[src/rtl/instruction_fetch_unit.sv]
// instruction_fetch_unit: owns the fetch PC, addresses imem and
// buffers {pc, instr} in a prefetch FIFO that feeds decode.
module instruction_fetch_unit #(
  parameter logic [31:0] RESET_VECTOR = 32'h0000_0000,
  parameter int unsigned FIFO_DEPTH   = 2
) (
  input  logic        clk,
  input  logic        reset,
  input  logic        halt,
  output logic [31:0] imem_addr,
  input  logic [31:0] imem_data,
  input  logic        redirect_valid,
  input  logic [31:0] redirect_target,
  output logic        if_valid,
  input  logic        if_ready,
  output logic [31:0] if_instr,
  output logic [31:0] if_pc
);

  localparam int unsigned AW = $clog2(FIFO_DEPTH);
  localparam int unsigned CW = AW + 1;

  localparam logic [CW-1:0] FULL =
    CW'(FIFO_DEPTH);

  localparam logic [31:0] RESET_PC =
    {RESET_VECTOR[31:2], 2'b00};

  typedef struct packed {
    logic [31:0] pc;
    logic [31:0] instr;
  } fetch_t;

  fetch_t fifo_q [FIFO_DEPTH];

  logic [31:0]   fetch_pc;
  logic [AW-1:0] rd_ptr;
  logic [AW-1:0] wr_ptr;
  logic [CW-1:0] count;

  logic   pop;
  logic   push;
  fetch_t head;

  // Target byte-offset bits are meaningless for word fetch.
  logic unused_tgt;
  assign unused_tgt = ^redirect_target[1:0];

  assign imem_addr = {2'b00, fetch_pc[31:2]};

  assign if_valid = (count != '0);
  assign head     = fifo_q[rd_ptr];
  assign if_pc    = if_valid ? head.pc    : '0;
  assign if_instr = if_valid ? head.instr : '0;

  // A full FIFO can still accept a fetch when its head leaves.
  assign pop  = if_valid & if_ready;
  assign push = ~halt & ~redirect_valid &
                ((count != FULL) | pop);

  // PC, pointers and occupancy; redirect flushes everything.
  always_ff @(posedge clk or negedge reset) begin
    if (!reset) begin
      fetch_pc <= RESET_PC;
      rd_ptr   <= '0;
      wr_ptr   <= '0;
      count    <= '0;
    end else if (redirect_valid) begin
      fetch_pc <= {redirect_target[31:2], 2'b00};
      rd_ptr   <= '0;
      wr_ptr   <= '0;
      count    <= '0;
    end else begin
      if (push) begin
        fetch_pc <= fetch_pc + 32'd4;
        wr_ptr   <= wr_ptr + AW'(1);
      end
      if (pop) begin
        rd_ptr <= rd_ptr + AW'(1);
      end
      unique case ({push, pop})
        2'b10:   count <= count + CW'(1);
        2'b01:   count <= count - CW'(1);
        default: count <= count;
      endcase
    end
  end

  // Entry storage; validity is tracked by count alone.
  always_ff @(posedge clk) begin
    if (push) begin
      fifo_q[wr_ptr] <= '{pc: fetch_pc,
                          instr: imem_data};
    end
  end

endmodule

[config.mk]
export PLATFORM = sky130hd
export DESIGN_NAME = instruction_fetch_unit
export DESIGN_NICKNAME = d
export VERILOG_FILES = /design/src/rtl/instruction_fetch_unit.sv
export SDC_FILE = /design/constraint.sdc
export NUM_CORES = 1
export LEC_CHECK = 0
export CORE_ASPECT_RATIO = 1.2
export CORE_MARGIN = 3
export CORE_UTILIZATION = 49
export CTS_CLUSTER_DIAMETER = 150
export DETAILED_ROUTE_END_ITERATION = 10
export PLACE_DENSITY = 0.79
export SKIP_CTS_REPAIR_TIMING = 1
export SLEW_MARGIN = 10
export SYNTH_ARGS = -nofsm -noshare
export SYNTH_HDL_FRONTEND = slang
export SYNTH_SLANG_ARGS = --single-unit
[constraint.sdc]
create_clock -name clk -period 8.8 [get_ports clk]
set_clock_uncertainty 0.2 [all_clocks]
set_input_delay 1.32 -clock clk [delete_from_list [all_inputs] [get_ports clk]]
set_output_delay 1.32 -clock clk [all_outputs]
set_load 0.01 [all_outputs]
# ---- After elaboration in Yosys (flattened, before gate mapping)
# Memory sizes are Yosys's and may differ from the RTL's.
# Index checks and enable logic that the tools add are counted.
dict set report totals {
  regBits 36
  ram_bits 128
  input_bits 69
  word_cells 35
  out_inout_bits 97
  memories 1
}
dict set report classes {
  bitwise 6
  n_eq_ne 3
  mux 12
  add_sub_neg 5
  reduce_logical 4
}
# memory depth width read_ports rd_ports_with_merged_regs write_ports line_no
set memory_table {}
lappend memory_table {fifo_q 2 64 1 0 1 34} ;# fetch_t fifo_q [FIFO_DEPTH];
# operator count
set ops {}
lappend ops {{$mux 32} 4}
lappend ops {{$add 32x3->32 const B} 1}
lappend ops {{$mux 1} 6}
lappend ops {{$reduce_bool 2->1} 3}
lappend ops {{$pmux 2 s2} 1}
lappend ops {{$and 1x1->1} 3}
lappend ops {{$reduce_bool 3->1} 1}
lappend ops {{$add 1x1->1 const B} 2}
lappend ops {{$add 2x1->2 const B} 1}
lappend ops {{$eq 2x1->1 const B} 1}
lappend ops {{$eq 2x2->1 const B} 1}
lappend ops {{$mux 2} 1}
lappend ops {{$ne 2x2->1 const B} 1}
lappend ops {{$not 1->1} 2}
lappend ops {{$sub 2x1->2 const B} 1}
lappend ops {{$or 1x1->1} 1}

# ---- Logic depth before layout (Yosys ltp)
dict set report logic_depth {
  ltp_word 7
  ltp_mapped 6
  mapped_depth_nobuf 5
}

# ---- Worst setup path before layout
# OpenSTA, ideal clock, no wires.
dict set report synth_timing {
  path_kind {input-to-reg}
  start {input redirect_valid}
  end {memory fifo_q[0][0] (netlist name) (enable)}
  setup_ns 0.635
  path_buffers 1
  arrival_time_ns 7.477
  path_stages 2
  setup_slack_ns 0.488
  required_ns 7.965
  cell_sequence {clkbuf_1 -> nor4_1}
}
dict set report synth_between {
  elab_chain_len 5
}
# item line_no
set synth_rtl {}
lappend synth_rtl {{start, declared} 12} ;# input logic redirect_valid,
lappend synth_rtl {{$not 1->1} 58} ;# assign push = ~halt & ~redirect_valid &
lappend synth_rtl {{$and 1x1->1 (2 in a row)} 58}
lappend synth_rtl {{$mux 1} 91} ;# if (push) begin
lappend synth_rtl {{$mux 1 (not written as such)} 92} ;# fifo_q[wr_ptr] <= '{pc: fetch_pc,
lappend synth_rtl {{end, declared} 34}
# No other way between the ends.

# ---- Final worst setup path
dict set report layout_timing {
  start {register rd_ptr}
  end {output if_pc[7]}
}
dict set report layout_between {
  elab_chain_len 2
}
# item line_no
set layout_rtl {}
lappend layout_rtl {{start, declared} 37} ;# logic [AW-1:0] rd_ptr;
lappend layout_rtl {{start signal, assigned} 79} ;# rd_ptr <= rd_ptr + AW'(1);
lappend layout_rtl {{$mem_v2 2x64} n/a}
lappend layout_rtl {{$mux 32} 53} ;# assign if_pc = if_valid ? head.pc : '0;
lappend layout_rtl {{end, declared} 17} ;# output logic [31:0] if_pc
# No other way between the ends.

==> impl.org <==
** Layout
- Register cell area after layout :: ~4600 um2
- The number of antenna diodes in the final layout is 0.
- Total Nets Final :: around 730
- In the final layout, the share of cells above drive strength 1 is 0.0700.
- Layout-stage area growth over the synthesis result :: 34.5%
- Final standard cell utilization of the core :: 0.680
- Summing all non-filler instances in the final layout gives an area of 9040 um2.
- Filler cell count in the final layout :: about 980
- In the final layout, the multi-input gates occupy 2000 um2.

** Pwr
- Internal cell power :: ~0.0014 W
- The share of total power dissipated in the clock network is 0.387.
- VDD sags by at most 0.0991 mV.
- Pwr/cell area :: 203 nW/um2
- Of the total power, the share spent switching nets is 0.239.
- The share of total power dissipated in combinational logic is 0.123.
- Summed over all nets, the switching power comes to about 0.00044 W.
- Static power due to leakage :: between 3 and 4 nW
- Seq pwr share :: 0.490

** Timing
- For the final routed database, the setup TNS stands at 0 ns.
- For the pin with the worst max-slew slack, the measured transition is between 1 and 1.5 ns.
- The count of final max-slew check failures was 0.
- Max_slew headroom :: 0.249
- Unrepaired setup endpoints after global routing :: false
- Setup violations remaining at the end of the flow were counted as 0.
- Based on the critical path, the design can be clocked at up to around 240 MHz.
- Tmin final :: between 4 and 5 ns
- Final number of hold-violating endpoints :: 0
- Of the available clock period, the critical path in the final layout requires 0.467.

** Min path
- Class of the worst hold path :: flip-flop to flip-flop
- In this run the most critical hold path is launched from fetch_pc[31].
- The worst hold path terminates at fifo_q[1][63].
- Count of cells along the worst hold path :: 0

** Setup path
- CP Data Required Time :: 7.28 ns
- STA classifies the critical path endpoint as a primary output.
- Of all nets on the critical path, the largest fanout is 63.
- Setup slack on the worst flop-to-flop path :: ~6 ns
- The endpoint identified for the worst register-to-register timing path is fifo_q[1][11].
- Arrival time of the worst setup path :: about 2.6 ns
- Type of the worst setup path :: flip-flop to primary output
- Measured in cells, the most critical reg-to-reg path has a length of 5.
- Kind of start point of the critical path :: flip-flop
- The startpoint identified for the worst register-to-register timing path is count[1].

** Routing
- Drt via density :: about 5.5
- Routed via count :: between 4000 and 5000
- Routed WL per cell :: between 15 and 20 um
- Number of iterations in the first detailed-routing pass :: 5
- Count of unresolved DRC violations after routing :: 0
- Total Wirelength :: between 15000 and 20000 um
- The count of nets left with antenna violations once routing finished came out at 0.
- Count of routing violations after the opening detailed-route iteration :: between 200 and 300

** Clock tree
- The H-tree was split into 4 levels.
- Clock tree from TritonCTS :: yes
- Clock slew seen by the registers of the worst setup and hold paths :: ~0.06 ns
- Clock latency on the worst-skew pair, taken at its later pin, is ~0.41 ns.
- Clock tree synthesis selected as its root buffer the cell sky130_fd_sc_hd__clkbuf_16.
- Number of sinks driven by the clock tree :: around 160
- The clock passes through at most 2 buffers.
- In this run, CTS created clock tree buffers numbering 17.

** Synthesis
- Counting flops and latches in the post-synthesis netlist gives ~160.
- Of the post-synthesis cell area, the dominant cell type holds 0.554.
- Mean cell area of the mapped netlist :: roughly 13 um2
- Yosys synthesis warning count :: 0
- The netlist uses 40 different library cells.
- After synthesis the cells add up to 6720 um2.
- In the synthesized netlist, the number of instances is roughly 500.
- After synthesis, the cell types taking the most area are sky130_fd_sc_hd__edfxtp_1 55%, sky130_fd_sc_hd__dfrtp_1 13%, sky130_fd_sc_hd__mux2i_1 9.4%.
- Cell accounting for the most synthesized area :: sky130_fd_sc_hd__edfxtp_1
- Counting flops with an async set or reset pin after synthesis yields a share of 0.215.
- Fraction of the yosys area taken by sequential cells :: 0.681
- Yosys mapped a number of flops with a built-in enable equal to ~120.
- Most used flip-flop cell after synthesis :: sky130_fd_sc_hd__edfxtp_1

** Placed design
- Placer congestion estimate :: 0.824
- Number of port buffers :: about 160
- Summing all placed instances gives a cell area of 8450 um2.
- Half-perimeter wire length after placement :: a little over 10000 um

** GRT
- All-Layer GR Usage :: 0.205
- The number of global-route vias before repair came to approximately 4700.
- Antenna violations before repair :: 0
- GRT overflow :: 0
- Global-route wire length before repair :: 24100 um
- Entering global routing, the biggest net connects 65 pins.

** Floorplanning
- Starting Density :: 0.505
- Die area :: 15200 um2
- In this run the vertical extent of the chip is 134 um.
- In this run the standard cell core region covers roughly 13000 um2.
- From left edge to right edge, the die measures 113 um.
- During I/O placement, the number of pins put on the boundary was ~170.
- In this run the core area contains between 40 and 50 standard-cell rows.

** Run status
- Status :: completed

** Flow run
- Count of max-cap constraint violations :: 0
worst max-delay path, cell delays in order, from the launching register on:
cell	delay, ns
sky130_fd_sc_hd__dfrtp_4	1.15
sky130_fd_sc_hd__mux2i_1	0.23
sky130_fd_sc_hd__nor2_1	0.19
sky130_fd_sc_hd__clkdlybuf4s50_1	0.56
Yosys cell counts (3+ instances only):
master,count
sky130_fd_sc_hd__inv_1,6
sky130_fd_sc_hd__and2_1,3
sky130_fd_sc_hd__buf_4,4
sky130_fd_sc_hd__or4_1,17
sky130_fd_sc_hd__nand3_1,11
sky130_fd_sc_hd__nor2_1,86
sky130_fd_sc_hd__nand4_1,8
sky130_fd_sc_hd__mux2i_1,63
sky130_fd_sc_hd__dfrtp_1,34
sky130_fd_sc_hd__nand2_1,22
sky130_fd_sc_hd__nor4_1,3
sky130_fd_sc_hd__o31ai_1,15
sky130_fd_sc_hd__o21ai_0,16
sky130_fd_sc_hd__edfxtp_1,124
sky130_fd_sc_hd__or3_1,3
sky130_fd_sc_hd__clkbuf_1,24
sky130_fd_sc_hd__a31oi_1,20
sky130_fd_sc_hd__and3_1,5
sky130_fd_sc_hd__xor2_1,6
sky130_fd_sc_hd__xnor2_1,5
metrics by stage:
| step | power, W | worst slack [ns] | cells | hold WS (ns) |
|---|---|---|---|---|
| 2_1_floorplan | 0.00101 | 0.488 | 504 | 0.325 |
| 3_3_place_gp | 0.00113 | 4.59 | 807 | 0.341 |
| 3_5_place_dp | 0.00114 | 4.54 | 807 | 0.349 |
| 4_1_cts | 0.00186 | 4.68 | 839 | 0.361 |
| 5_1_grt | 0.00191 | 4.60 | 839 | 0.390 |
| 6_report | 0.00184 | 4.69 | 839 | 0.359 |
kinds of logic (layout without fill, tap and decap cells):
kind of cell    after synthesis  count (layout)  synth area share
flops                       158             158             0.681
buf+inv                      37             204            0.0253
other cells                   1               4          0.000558
simple gates                174             174             0.130
fa+ha+maj                     1               1           0.00186
compound gates               56              56            0.0531
xor+xnor                     11              11            0.0143
mux                          63              63            0.0938
layer usage:
metal | GRT usage | vias up | wire [um]
met5 | 0 | - | 0
met4 | 0.0782 | 0 | 253
met3 | 0.0406 | 18 | 844
met2 | 0.353 | 166 | 7980
met1 | 0.255 | 2267 | 6260
li1 | - | 2190 | -
worst max-delay path by stage:
stage	from	to	cells past startpoint
3_5_place_dp	if_ready	fifo_q[1][50]	6
5_1_grt	rd_ptr	if_pc[15]	3
3_3_place_gp	if_ready	fifo_q[1][48]	6
2_1_floorplan	redirect_valid	fifo_q[0][0]	2
6_report	rd_ptr	if_pc[7]	3
4_1_cts	rd_ptr	if_pc[7]	3
flip-flops by register name (all words and copies together), names as in the netlist:
name and flops:
count 2, rd_ptr 1, fetch_pc 30, fifo_q 124, wr_ptr 1
area by class of cell:
class / instances / share of cell area
timing repair buffer: 166 / 0.181
clock buffer: 17 / 0.0471
tap: 168 / 0.0233
inverter: 6 / 0.00249
multi-input combinational: 309 / 0.222
clock inverter: 15 / 0.0176
sequential: 158 / 0.507
power groups by stage:
stage	registers [W]	logic, W	clock network [W]
after floorplan	0.000902	0.000107	0
after global placement	0.000912	0.000221	0
after detailed placement	0.000916	0.000227	0
after CTS	0.000902	0.000229	0.000726
after global routing	0.000908	0.000244	0.000758
final	0.000901	0.000225	0.000711
layout by cell type (no fill, tap or decap), drive strengths merged, types with 15 or more instances in the layout:
cell and count:
nor2 86, clkdlybuf4s50 158, or4 19, o21ai 16, mux2i 63, a31oi 20
nand2 22, clkbuf 17, o31ai 15, edfxtp 124, dfrtp 34
Note: power is estimated with default switching activity, not from simulation.
==> variant 1, RTL diff (same flow settings) <==
Set the parameter `FIFO_DEPTH` to 4 (it was 2).
--- a/src/rtl/instruction_fetch_unit.sv
+++ b/src/rtl/instruction_fetch_unit.sv
@@ -4,3 +4,3 @@
   parameter logic [31:0] RESET_VECTOR = 32'h0000_0000,
-  parameter int unsigned FIFO_DEPTH   = 2
+  parameter int unsigned FIFO_DEPTH   = 4
 ) (
Check against the original RTL: not equivalent (a bounded check fails within 4 cycles, from zero or initial values and one cycle with reset low).
==> variant 1 against the original RTL <==
- routed wire length rose by 59%
- worst setup slack got worse by 0.72 ns
- worst hold slack gained 0.0048 ns
- synthesized area rose by 73%
- total power rose by 88%
- first-iteration DRC count up 90%
- sequential cell count rose by 127
- cell area rose by 60%
- highest routed layer unchanged
==> variant 1: results (changes against the original RTL) <==
stage,metric,value,unit,change
logic_synthesis,synth_edf_count,248,,+100%
global_routing,grt_use_met1,0.2655,,+0.01074
drt,routed-wl-met2,12330,um,+54%
global_routing,grt.met3_usage,0.04042,,-0.0001965
logic_synthesis,yosys_most_used_dff,edfxtp_1,,
logic_synthesis,ys_warn_count,0,,unchanged
global_routing,grt_pass1_wl,39280,um,+63%
logic_synthesis,synth_xor_area_frac,0.005286,,-0.009050
placement,placed_cell_area,13500,um^2,+60%
setup_path,reg2reg_depth,5,,unchanged
setup_path,critPathLaunch,rd_ptr[0]$_DFFE_PN0P_,,
finish,top_regs,"fifo_q (248), fetch_pc (30), count (3)",,
drt,maxUsedRoutingLayer,met4,,
power,leakage,0.004754,uW,+55%
logic_synthesis,synthArstFlopShare,0.1298,,-0.08537
global_routing,grt_use_total,0.1934,,-0.01137
setup_path,cp_max_fo,50,,-21%
drt,wl_met1,10010,um,+60%
worst_hold_path,hp-class,flop to flop,,
setup_path,cp-endpoint,if_pc[24],,
drt,drtIter0Drc,510,,+90%
setup_path,rr_endpoint,fetch_pc[31]$_DFFE_PN0P_,,
outcome,outcome,"complete, no violations",,
timing,relSlewSlack,0.3224,,+0.07363
timing,max_freq,207.0,MHz,-15%
cts,clk_path_buf_depth,3,,+1
finish,layout.nets,883,,+21%
logic_synthesis,synth_compound_area_frac,0.03711,,-0.01595
timing,holdWs,0.3637,ns,+0.004754 ns
cts,insertion_delay,0.53,ns,+0.12 ns
global_routing,first_global_vias,6865,,+46%
placement,dp_slack,4.404,ns,-0.1404 ns
logic_synthesis,netlist_top_cells_area,"edfxtp_1 (64%), mux4_2 (12%), dfrtp_1 (8.0%)",,
finish,fin_cells,1145,,+36%
logic_synthesis,synth.mux.area_fraction,0.1240,,+0.03012
logic_synthesis,yosys-top-cells-count,"edfxtp_1 (248), and2_1 (67), mux4_2 (62), dfrtp_1 (37), nand2_1 (31)",,
logic_synthesis,ys_seq_area_frac,0.7220,,+0.04128
cts,cts_inserted_buffers,28,,+11
worst_hold_path,worst_hold_path.endpoint,wr_ptr[0]$_DFFE_PN0P_,,
setup_path,r2r_slack,5.86,ns,-0.09 ns
finish,drive_above_1_share,0.1578,,+0.08779
cts,clkTransAtPathRegs,0.06,ns,about the same
setup_path,rr_startpoint,fetch_pc[12]$_DFFE_PN0P_,,
drt,routed_wirelength,24400,um,+59%
worst_hold_path,worstHoldStart,wr_ptr[0]$_DFFE_PN0P_,,
logic_synthesis,synth_fa_ha_area_frac,0.007121,,+0.005259
placement,dp_hpwl,14240,um,+40%
global_routing,grt_max_degree,63,,-3.1%
power,vdd_drop_max,0.1360,mV,+37%
drt,wl_met3,1674,um,+98%
global_routing,grtUsageMet2,0.3236,,-0.02981
logic_synthesis,synthCells,648,,+29%
worst_hold_path,hold_depth,1,,+1
drt,vias,6532,,+41%
setup_path,cp_data_arrival_time,3.31,ns,+0.72 ns
placement,gp_congestion,0.7963,,-3.4%
cts,cts_max_level,1,,-3
logic_synthesis,synth_cell_types,50,,+25%
## variant 1: cell types whose count changed in the layout (fill, tap and decap cells not counted), sizes merged, moves of 14 or more
cell    change
edfxtp    +124
nor2       -73
and2       +64
mux4       +62
mux2i      -60
a31oi      -19
or4        -14
## variant 1: worst max-delay path, cell delays in order (launching register included)
cell             delay, ns
dfrtp_4               0.62
buf_4                 0.85
mux4_2                0.60
and2_1                0.17
clkdlybuf4s50_1       0.51
## variant 1: where the power goes
| group | total [uW] | internal (uW) | leakage [uW] | switching, uW |
|---|---|---|---|---|
| registers | 1620 | 1550 | 0.00271 | 69.4 |
| logic | 592 | 331 | 0.00157 | 261 |
| clock network | 1250 | 753 | 0.000473 | 501 |
| total | 3460 | 2630 | 0.00475 | 832 |
## variant 1: final cells by class
class	instances	area (um^2)
clock inverters	23	274.0
repair buffers	165	1632
fillers	1664	8706
well taps	315	394.1
flip-flops and latches	285	8378
clock buffers	29	725.7
inverters	8	30.03
multi-input cells	320	3063
==> variant 2, RTL diff (same flow settings) <==
Made on the original files. Make the reset (`reset`) synchronous in one clocked block.
--- a/src/rtl/instruction_fetch_unit.sv
+++ b/src/rtl/instruction_fetch_unit.sv
@@ -61,3 +61,3 @@
   // PC, pointers and occupancy; redirect flushes everything.
-  always_ff @(posedge clk or negedge reset) begin
+  always_ff @(posedge clk) begin
     if (!reset) begin
Check against the original RTL: differs if reset is asserted again (counterexample within 4 cycles, from zero or initial values and one cycle with reset low); with reset held inactive, the same outputs for 4 cycles.
==> variant 2 against the original RTL <==
- worst setup slack improved by 0.16 ns
- cell count fell by 0.60%
- routed wire length fell by 5.1%
- critical path depth did not move
- combinational power fell by 36%
- critical endpoint is now if_instr[9]
- sequential cell count rose by 1
- cell area fell by 1.1%
- total power fell by 1.4%
- worst hold slack got worse by 0.052 ns
- sequential power fell by 3.9%
- synthesized area fell by 2.2%
- highest routed layer unchanged
==> variant 2: results (changes against the original RTL) <==
stage,metric,value,unit,change
outcome,outcome,"complete, no violations",,
finish,layout.nets,727,,-0.14%
cts,cts_inserted_buffers,17,,unchanged
drt,drtIter0Drc,222,,-17%
global_routing,first_global_vias,4426,,-5.7%
logic_synthesis,ys_seq_area_frac,0.6734,,-0.007297
placement,dp_slack,4.650,ns,+0.1057 ns
setup_path,cp_max_fo,62,,-1.6%
logic_synthesis,synth_cell_types,36,,-10%
drt,routed_wirelength,14550,um,-5.1%
timing,tightestPinTransition,1.106,ns,-0.02114 ns
setup_path,cp_data_arrival_time,2.43,ns,-0.16 ns
placement,dp_hpwl,9467,um,-6.6%
setup_path,slowest_delay,1.07,ns,-0.08 ns
power,vdd_drop_max,0.1159,mV,+17%
logic_synthesis,yosys-top-cells-count,"edfxtp_1 (124), nor2_1 (73), mux2i_1 (63), dfxtp_1 (35), a21oi_1 (26)",,
power,leakage,0.002903,uW,-5.1%
finish,drive_above_1_share,0.06119,,-0.008851
setup_path,path_class,flop to output pin,,
placement,gp_congestion,0.7699,,-6.6%
setup_path,rr_startpoint,count[0]$_SDFFE_PP0P_,,
global_routing,grt_max_degree,63,,-3.1%
finish,fill_cells,948,,-3.1%
global_routing,grt_pass1_wl,22770,um,-5.6%
worst_hold_path,worstHoldStart,rd_ptr$_SDFFE_PP0P_,,
logic_synthesis,synthArstFlopShare,0,,-0.2152
setup_path,critical-path-slowest-cell,dfxtp_4,,
logic_synthesis,netlist_top_cells_area,"edfxtp_1 (57%), dfxtp_1 (11%), mux2i_1 (9.6%)",,
global_routing,grt_use_total,0.1945,,-0.01035
[variant 2: cell types whose count changed after synthesis, moves of 6 or more]
cell,unedited run,this run
o31ai_1,15,0
dfrtp_1,34,0
a21oi_1,1,26
nor3_1,1,7
o21ai_1,0,8
dfxtp_1,0,35
a31oi_1,20,0
xor2_1,6,14
or4_1,17,1
nor2_1,86,73
xnor2_1,5,18
[variant 2: worst reg2reg max path, cell delays in order (launching register included)]
cell and delay, ns:
dfxtp_1 0.53, nor3b_4 0.12, nor2_1 0.50, and3_2 0.27
buf_4 0.67
[variant 2: stage by stage]
stage | instance area [um^2] | instances | hold slack (ns)
after floorplan | 6581 | 507 | 0.2725
after global placement | 8278 | 802 | 0.2846
after detailed placement | 8278 | 802 | 0.2952
after CTS | 8932 | 834 | 0.3133
after global routing | 8932 | 834 | 0.3259
final | 8932 | 834 | 0.3065
[variant 2: logic make-up (layout without fill, tap and decap cells)]
logic type	after synthesis	count (layout)	share of synthesized area
flops	159	159	0.6734
xor+xnor	32	32	0.04266
other cells	1	4	0.0005708
buf+inv	36	199	0.02418
simple gates	154	154	0.1154
mux	63	63	0.09598
compound gates	58	58	0.04590
fa+ha+maj	1	1	0.001904
[variant 2: report_power, final]
group	internal, uW	switching (uW)	leakage, uW
combinational	79.2	64.6	0.00115
sequential	841	25.2	0.00145
clock	514	288	0.000308
total	1430	377	0.00290
[variant 2: worst paths after layout]
| path | to | slack, ns | depth (start not counted) |
|---|---|---|---|
| worst max register to register | fifo_q[1][59]$_DFFE_PP_ | 6.11 | 4 |
| worst max-delay path | if_instr[9] | 4.85 | 3 |
| worst min-delay path | flop | 0.31 | 2 |
| worst min register to register | flop | 0.31 | 2 |
[variant 2: per-layer routing]
| metal | track usage | part of all wire | routed length [um] |
|---|---|---|---|
| met3 | 0.05261 | 0.058 | 845 |
| met4 | 0.05747 | 0.014 | 204 |
| met2 | 0.3533 | 0.52 | 7584 |
| met1 | 0.2231 | 0.41 | 5916 |
| met5 | 0 | 0 | 0 |
[variant 2: layout make-up]
cell class | instances | area, um^2 | share of cell area
timing repair buffer | 162 | 1614 | 0.1807
inverter | 5 | 18.77 | 0.002101
clock buffer | 20 | 446.7 | 0.05001
clock inverter | 12 | 207.7 | 0.02325
sequential | 159 | 4428 | 0.4957
tap | 164 | 205.2 | 0.02297
multi-input combinational | 312 | 2012 | 0.2252
